--- config.mk ---
export PLATFORM = sky130hd
export DESIGN_NAME = seq_bit_scanner
export DESIGN_NICKNAME = d
export VERILOG_FILES = /design/src/rtl/seq_bit_scanner_pkg.sv /design/src/rtl/seq_bit_scanner.sv
export SDC_FILE = /design/constraint.sdc
export NUM_CORES = 1
export LEC_CHECK = 0
export CORE_ASPECT_RATIO = 0.9
export CORE_MARGIN = 1.5
export CORE_UTILIZATION = 45
export CTS_BUF_LIST = sky130_fd_sc_hd__clkbuf_8
export CTS_CLUSTER_DIAMETER = 80
export DETAILED_ROUTE_END_ITERATION = 7
export GPL_TIMING_DRIVEN = 1
export PLACE_DENSITY = 0.65
export SYNTH_ARGS = -nofsm -noshare
export SYNTH_HDL_FRONTEND = slang
export SYNTH_SLANG_ARGS = --single-unit
--- constraint.sdc ---
create_clock -name clk -period 2.99 [get_ports clk]
set_input_delay 0.299 -clock clk [delete_from_list [all_inputs] [get_ports clk]]
set_output_delay 0.299 -clock clk [all_outputs]
set_load 0.03 [all_outputs]
--- src/rtl/seq_bit_scanner_pkg.sv ---
// Shared constants for the sequential bit scanner: scan-mode encodings and FSM states.
package seq_bit_scanner_pkg;

  localparam logic [1:0] SCAN_CLZ = 2'b00;
  localparam logic [1:0] SCAN_CLO = 2'b01;
  localparam logic [1:0] SCAN_CTZ = 2'b10;
  localparam logic [1:0] SCAN_CTO = 2'b11;

  // LOAD is the edge that forms the work word from the captured operand.
  localparam logic [1:0] SCAN_IDLE = 2'b00;
  localparam logic [1:0] SCAN_LOAD = 2'b01;
  localparam logic [1:0] SCAN_RUN  = 2'b10;
  localparam logic [1:0] SCAN_DONE = 2'b11;

endpackage

--- src/rtl/seq_bit_scanner.sv ---
// Multi-cycle CLZ/CLO/CTZ/CTO scanner.
// Examines one bit per cycle and returns the count plus the operand shifted by that count.
module seq_bit_scanner
  import seq_bit_scanner_pkg::*;
#(
  parameter int WIDTH = 32,
  parameter int CNT_W = 6
) (
  input  logic             clk,
  input  logic             rst,
  input  logic             start,
  input  logic [1:0]       scan_op,
  input  logic [WIDTH-1:0] operand,
  output logic             busy,
  output logic             done,
  output logic [CNT_W-1:0] count,
  output logic [WIDTH-1:0] normalized
);

  localparam logic [CNT_W-1:0] FULL_CNT = CNT_W'(WIDTH);

  logic [1:0]       state;
  logic [1:0]       op_q;
  logic [WIDTH-1:0] opnd_q;
  logic [WIDTH-1:0] work;
  logic [CNT_W-1:0] cnt;
  logic             leading;
  logic             hit;

  function automatic logic [WIDTH-1:0] shift_once(input logic [WIDTH-1:0] w, input logic lead);
    return lead ? (w << 1) : (w >> 1);
  endfunction

  assign leading = ~op_q[1];
  assign hit     = leading ? work[WIDTH-1] : work[0];
  assign busy    = (state == SCAN_RUN) || (state == SCAN_DONE);
  assign done    = (state == SCAN_DONE);

  // Control state and architecturally visible results.
  always_ff @(posedge clk) begin
    if (rst) begin
      state      <= SCAN_IDLE;
      count      <= '0;
      normalized <= '0;
    end else begin
      case (state)
        SCAN_IDLE: if (start) state <= SCAN_LOAD;
        SCAN_LOAD: state <= SCAN_RUN;
        SCAN_RUN: begin
          if (work == '0) begin
            count      <= FULL_CNT;
            normalized <= '0;
            state      <= SCAN_DONE;
          end else if (hit) begin
            count      <= cnt;
            normalized <= leading ? (opnd_q << cnt) : (opnd_q >> cnt);
            state      <= SCAN_DONE;
          end
        end
        SCAN_DONE: state <= SCAN_IDLE;
        default:   state <= SCAN_IDLE;
      endcase
    end
  end

  // Scan datapath; its contents are meaningless outside an active request.
  always_ff @(posedge clk) begin
    case (state)
      SCAN_IDLE: begin
        if (start) begin
          op_q   <= scan_op;
          opnd_q <= operand;
        end
      end
      SCAN_LOAD: begin
        work <= op_q[0] ? ~opnd_q : opnd_q;
        cnt  <= '0;
      end
      SCAN_RUN: begin
        if (work != '0 && !hit) begin
          work <= shift_once(work, leading);
          cnt  <= cnt + 1'b1;
        end
      end
      default: ;
    endcase
  end

endmodule

==> reports/results.ini, run 1 <==
[run_status]
status = complete, no violations

[timing]
hold_ws_ns = 0.4246
finalHoldViolCount = 0
fin_crit_ns = 2.744
fmax_ghz = 0.3644
worst_pin_slew_ns = 1.176
slew-limit-headroom_pct = 20.98
rsz0062_at_grt = false
maxSlewViolCount = 0
clock_skew_ns = 0.02793
final-setup-viol-count = 0
period_share_pct = 91.77
tns_ns = 0

[yosys]
ys_types = 75
yosys.area.top_type = edfxtp_1
ys_seq_area_share_pct = 33.31
synth_area_leaders = edfxtp_1 24%, mux2i_1 11%, dfxtp_1 9.0%
syn_area_um2 = 8894
syn_avg_cell_area_um2 = 9.131
yosys_most_used_dff = edfxtp_1
synthArstFlopShare_pct = 0
ys_warn_count = 0
synthCells = 974
ys_seq_elements = 112
syn-num-nets = 1016
synth_edf_count = 72
netlist.area_leader.share_pct = 24.31

[final_layout]
final_common_cell = nand2_1
mostFrequentLayoutCells = 117 x nand2_1, 96 x mux2i_1, 80 x nor2_1, 76 x clkdlybuf4s50_1, 75 x buf_4
finalNetCount = 1085
instances_no_fill = 1298
syn_to_final_growth_pct = 16.24
fin_util_pct = 53.62
antennaDiodeCount = 0
drive_gt1_share_pct = 16.03

[power]
powerDensity_nw_per_um2 = 1132
peakVddDrop_mv = 0.4982
fin_total_pwr_mw = 11.70
p_leak_nw = 3.889

[setup_path]
end_kind = flip-flop
cp.required_ns = 3.33
crit_top_cell = buf_4
start_kind = flip-flop
cp_max_fo = 21
path_cells = buf_4, buf_4, nor3_1, nand3_1, nand4_1, or3_1, a32o_1
crit_start = cnt[3]
arrival_ns = 3.09
crit_type = reg2reg
crit_slowest_cell = nor3_1
reg2reg_from = cnt[3]
critPathMaxStageDelay_ns = 0.92

[routing]
drt_iter0_drc = 1153
wl_per_cell_um = 26.56
finalWirelength_mm = 34.47
dr_total_vias = 8501
drc_errors = 0
ant_nets = 0
viasPerCell = 6.549
drtPass1Iterations = 6

[grt]
grt_pass1_vias = 7892
grt_usage_pct = 34.17
grt_first_pass_wirelength_mm = 51.43
grt_max_degree = 63
antenna_found_initial = 0
grt_overflow_total = 0

[clocking]
cts_resized = 0
cts_buffer_depth = 2
htreeDepth = 3
clk_latency_ns = 0.42
root_buffer = clkbuf_8
postCtsHoldBufs = 0
cts-buffers-inserted = 9
cts_tree = built
cts.sinks = 112
post_cts_buffers = 0
clkTransAtPathRegs_ns = 0.14

[floorplanning]
num_io_pins = 77
core_um2 = 19280
start_util_pct = 46.13
dieWidth_um = 151.2
placementRows = 48
die_h_um = 136.4
dieArea_um2 = 20620

[placed_design]
gp_congestion = 1.081
numPortBuffers = 76
post-place-cells = 1282
detailed_place_hpwl_mm = 25.77

[min_path]
min_from = operand[2]
hp-class = in2reg

[flow_run]
max_cap_viol_count = 0

state kept, by name, summed over array words and instances (netlist names):
signal	count
op_q	2
work	32
count	6
cnt	6
opnd_q	32
state	2
normalized	32
through the flow:
stage	worst slack, ns	instance area [µm²]
finish	0.2460	10340
detailed placement	0.3982	10140
CTS	0.3363	10340
global placement	0.3233	10140
floorplan	0.4522	8894
global route	0.2523	10340
cell usage after synthesis, types with 5 or more instances:
library cell    n
xor2_1         31
mux4_2         16
and2_1          8
a221oi_1        7
buf_4           6
edfxtp_1       72
a22oi_1        13
mux2i_1        96
inv_1          11
o31ai_1         5
dfxtp_1        40
or2_2           5
clkbuf_1       56
o211ai_1       15
a221o_1         7
nor2b_1        12
a21o_1          7
mux2_2         42
or3_1           5
nor4_1          8
buf_6           5
buf_1           6
a211oi_1       15
a32o_1         16
buf_2          22
o22ai_1        19
nor2_1         80
o221ai_1        5
a22o_1         10
nor3_1         16
xnor2_1         5
nand2_1       117
a31oi_1         9
ha_1            5
a21oi_1        30
o21ai_0        58
nand3_1        19
nand2b_1       10
where the power goes:
| part | switching [mW] | internal, mW | total [mW] | leakage, nW |
|---|---|---|---|---|
| sequential | 0.586 | 2.33 | 2.91 | 1.01 |
| clock | 0.639 | 0.332 | 0.972 | 0.102 |
| combinational | 4.88 | 2.94 | 7.82 | 2.78 |
| total | 6.11 | 5.59 | 11.7 | 3.89 |
worst max-delay path: cells and delay by family, from the launching register on:
family,cells,cell delay [ns]
compound gates,1,0.16
buf+inv,2,0.48
flops,1,0.53
simple gates,4,1.51
layer usage:
layer,part of all wire [%],track usage (%),wire length [µm],vias up
met5,0,0,0,-
met4,3.5,11.65,1201,0
met3,12,8.960,3974,77
met2,42,48.91,14340,553
met1,43,49.39,14960,4076
li1,-,-,-,3795
final cells by class:
| type | count | area, µm² |
|---|---|---|
| Fill cell | 1829 | 8941 |
| Multi-Input combinational cell | 752 | 5410 |
| Sequential cell | 112 | 2963 |
| Timing Repair Buffer | 155 | 1404 |
| Tap cell | 250 | 312.8 |
| Clock buffer | 9 | 123.9 |
| Clock inverter | 7 | 75.07 |
| Inverter | 13 | 48.80 |
path summary, 6_finish.rpt:
kind                                        to  cells after the start  slack [ns]
worst max-delay path            normalized[15]                      7        0.25
worst min-delay path                 opnd_q[2]                      1        0.42
worst max register to register  normalized[15]                      7        0.25
worst min register to register  normalized[31]                      1        0.46
kinds of logic (layout without fill, tap and decap cells):
| logic type | count (synthesis) | in the layout | share of synthesized area [%] |
|---|---|---|---|
| simple gates | 296 | 296 | 15.01 |
| xor+xnor | 36 | 36 | 3.545 |
| flops | 112 | 112 | 33.31 |
| mux | 157 | 157 | 20.77 |
| fa+ha+maj | 5 | 5 | 0.7034 |
| compound gates | 258 | 258 | 20.72 |
| buf+inv | 110 | 184 | 5.937 |
Note: power is estimated with default switching activity, not from simulation.
==> inputs of run 2 (changes only) <==
--- a/config.mk
+++ b/config.mk
@@ -11,6 +11,7 @@
 export CTS_BUF_LIST = sky130_fd_sc_hd__clkbuf_8
 export CTS_CLUSTER_DIAMETER = 80
 export DETAILED_ROUTE_END_ITERATION = 7
+export GPL_ROUTABILITY_DRIVEN = 0
 export GPL_TIMING_DRIVEN = 1
 export PLACE_DENSITY = 0.65
 export SYNTH_ARGS = -nofsm -noshare
==> reports/results.ini, run 2 (same netlist as run 1, synthesis figures left out) <==
[floorplanning]
dieArea_um2 = 20620
dieWidth_um = 151.2
num_io_pins = 77
core_um2 = 19280
placementRows = 48
die_h_um = 136.4
start_util_pct = 46.13

[timing]
fin_ws_ns = 0.2253
tns_ns = 0
fmax_ghz = 0.3617
rsz0062_at_grt = false
clock_skew_ns = 0.02052
slew-limit-headroom_pct = 29.25
maxSlewViolCount = 0
fin_crit_ns = 2.765
period_share_pct = 92.46
worst_pin_slew_ns = 1.058
finalHoldViolCount = 0
hold_ws_ns = 0.4225
final-setup-viol-count = 0

[setup_path]
crit_slowest_cell = edfxtp_1
cp_max_fo = 21
end_kind = flip-flop
critPathMaxStageDelay_ns = 0.87
cp.required_ns = 3.29
r2r_setup_slack_ns = 0.23
path_buf_inv = 1
critical_path.top_delay_family = flip-flops
crit_top_cell = mux2i_1
path_cells = buf_4, mux2i_1, mux2i_1, o22ai_1, nor3_1, or3_1, a32o_1
crit_type = reg2reg
start_kind = flip-flop
arrival_ns = 3.07

[routing]
ant_nets = 0
topRoutingLayerUsed = met4
drtPass1Iterations = 8
dr_wl_met3_mm = 4.293
wl_met1_mm = 12.76
met2RoutedLength_mm = 12.80
wl_per_cell_um = 24.66
dr_total_vias = 8549
finalWirelength_mm = 31.34
drt_iter0_drc = 1788
drc_errors = 0
viasPerCell = 6.726

[final_layout]
final_common_cell = nand2_1
syn_to_final_growth_pct = 13.89
finalNetCount = 1058
mostFrequentLayoutCells = 117 x nand2_1, 96 x mux2i_1, 80 x nor2_1, 76 x clkdlybuf4s50_1, 72 x edfxtp_1
final.fill_count = 1768
antennaDiodeCount = 0
top_regs = normalized (32), opnd_q (32), work (32)
drive_gt1_share_pct = 13.81

[power]
p_leak_nw = 3.748
fin_total_pwr_mw = 11.29
powerDensity_nw_per_um2 = 1115
peakVddDrop_mv = 0.5147

[clocking]
cts_tree = built
clkTransAtPathRegs_ns = 0.13
root_buffer = clkbuf_8
post_cts_buffers = 0
cts_resized = 0
clk_latency_ns = 0.42
htreeDepth = 3
postCtsHoldBufs = 0
cts-buffers-inserted = 9
cts_buffer_depth = 2
cts.sinks = 112

[placed_design]
detailed_place_hpwl_mm = 22.67
numPortBuffers = 76
dp_slack_ns = 0.3627

[grt]
grt_usage_pct = 30.60
grt_overflow_total = 0
antenna_found_initial = 0
grt_first_pass_wirelength_mm = 46.78
grt_max_degree = 63
grt_pass1_vias = 7675

[flow_run]
max_cap_viol_count = 0

[min_path]
hp-class = in2reg

[run_status]
status = complete, no violations

==> run 2: power by group <==
group / internal [mW] / switching, mW / total, mW / leakage, nW
combinational: 2.75 / 4.63 / 7.39 / 2.65
sequential: 2.33 / 0.635 / 2.96 / 1.01
clock: 0.326 / 0.619 / 0.945 / 0.0915
total: 5.41 / 5.89 / 11.3 / 3.75
==> run 2: final timing paths <==
kind	start	cells after the start	endpoint
max reg2reg	cnt[3]	7	normalized[29]
min reg2reg	normalized[31]	1	normalized[31]
max	cnt[3]	7	normalized[29]
min	operand[1]	1	opnd_q[1]
==> run 2: layout make-up <==
class / count / area, µm² / area share, %
clock buffer: 9 / 123.9 / 1.223
sequential: 112 / 2963 / 29.25
clock inverter: 7 / 68.82 / 0.6794
tap: 250 / 312.8 / 3.088
timing repair buffer: 128 / 1201 / 11.86
multi-input combinational: 752 / 5410 / 53.42
inverter: 13 / 48.80 / 0.4818
==> run 2: through the flow <==
step | utilization (%) | instance area, µm² | instances
after floorplan | - | 8894 | 974
after global placement | 51.54 | 9936 | 1255
after detailed placement | 51.54 | 9936 | 1255
after CTS | 52.54 | 10130 | 1271
after global routing | 52.54 | 10130 | 1271
final | 52.54 | 10130 | 1271
==> run 2: metal layers <==
| layer | up-vias | GRT usage [%] |
|---|---|---|
| met1 | 4021 | 42.70 |
| met2 | 662 | 42.45 |
| met4 | 0 | 13.00 |
| met5 | - | 0 |
| li1 | 3742 | - |
| met3 | 124 | 10.67 |
==> run 2: worst reg2reg max path, stage by stage, from the launching register on <==
cell,delay (ns)
edfxtp_1,0.87
buf_4,0.30
mux2i_1,0.30
mux2i_1,0.14
o22ai_1,0.32
nor3_1,0.09
or3_1,0.39
a32o_1,0.24
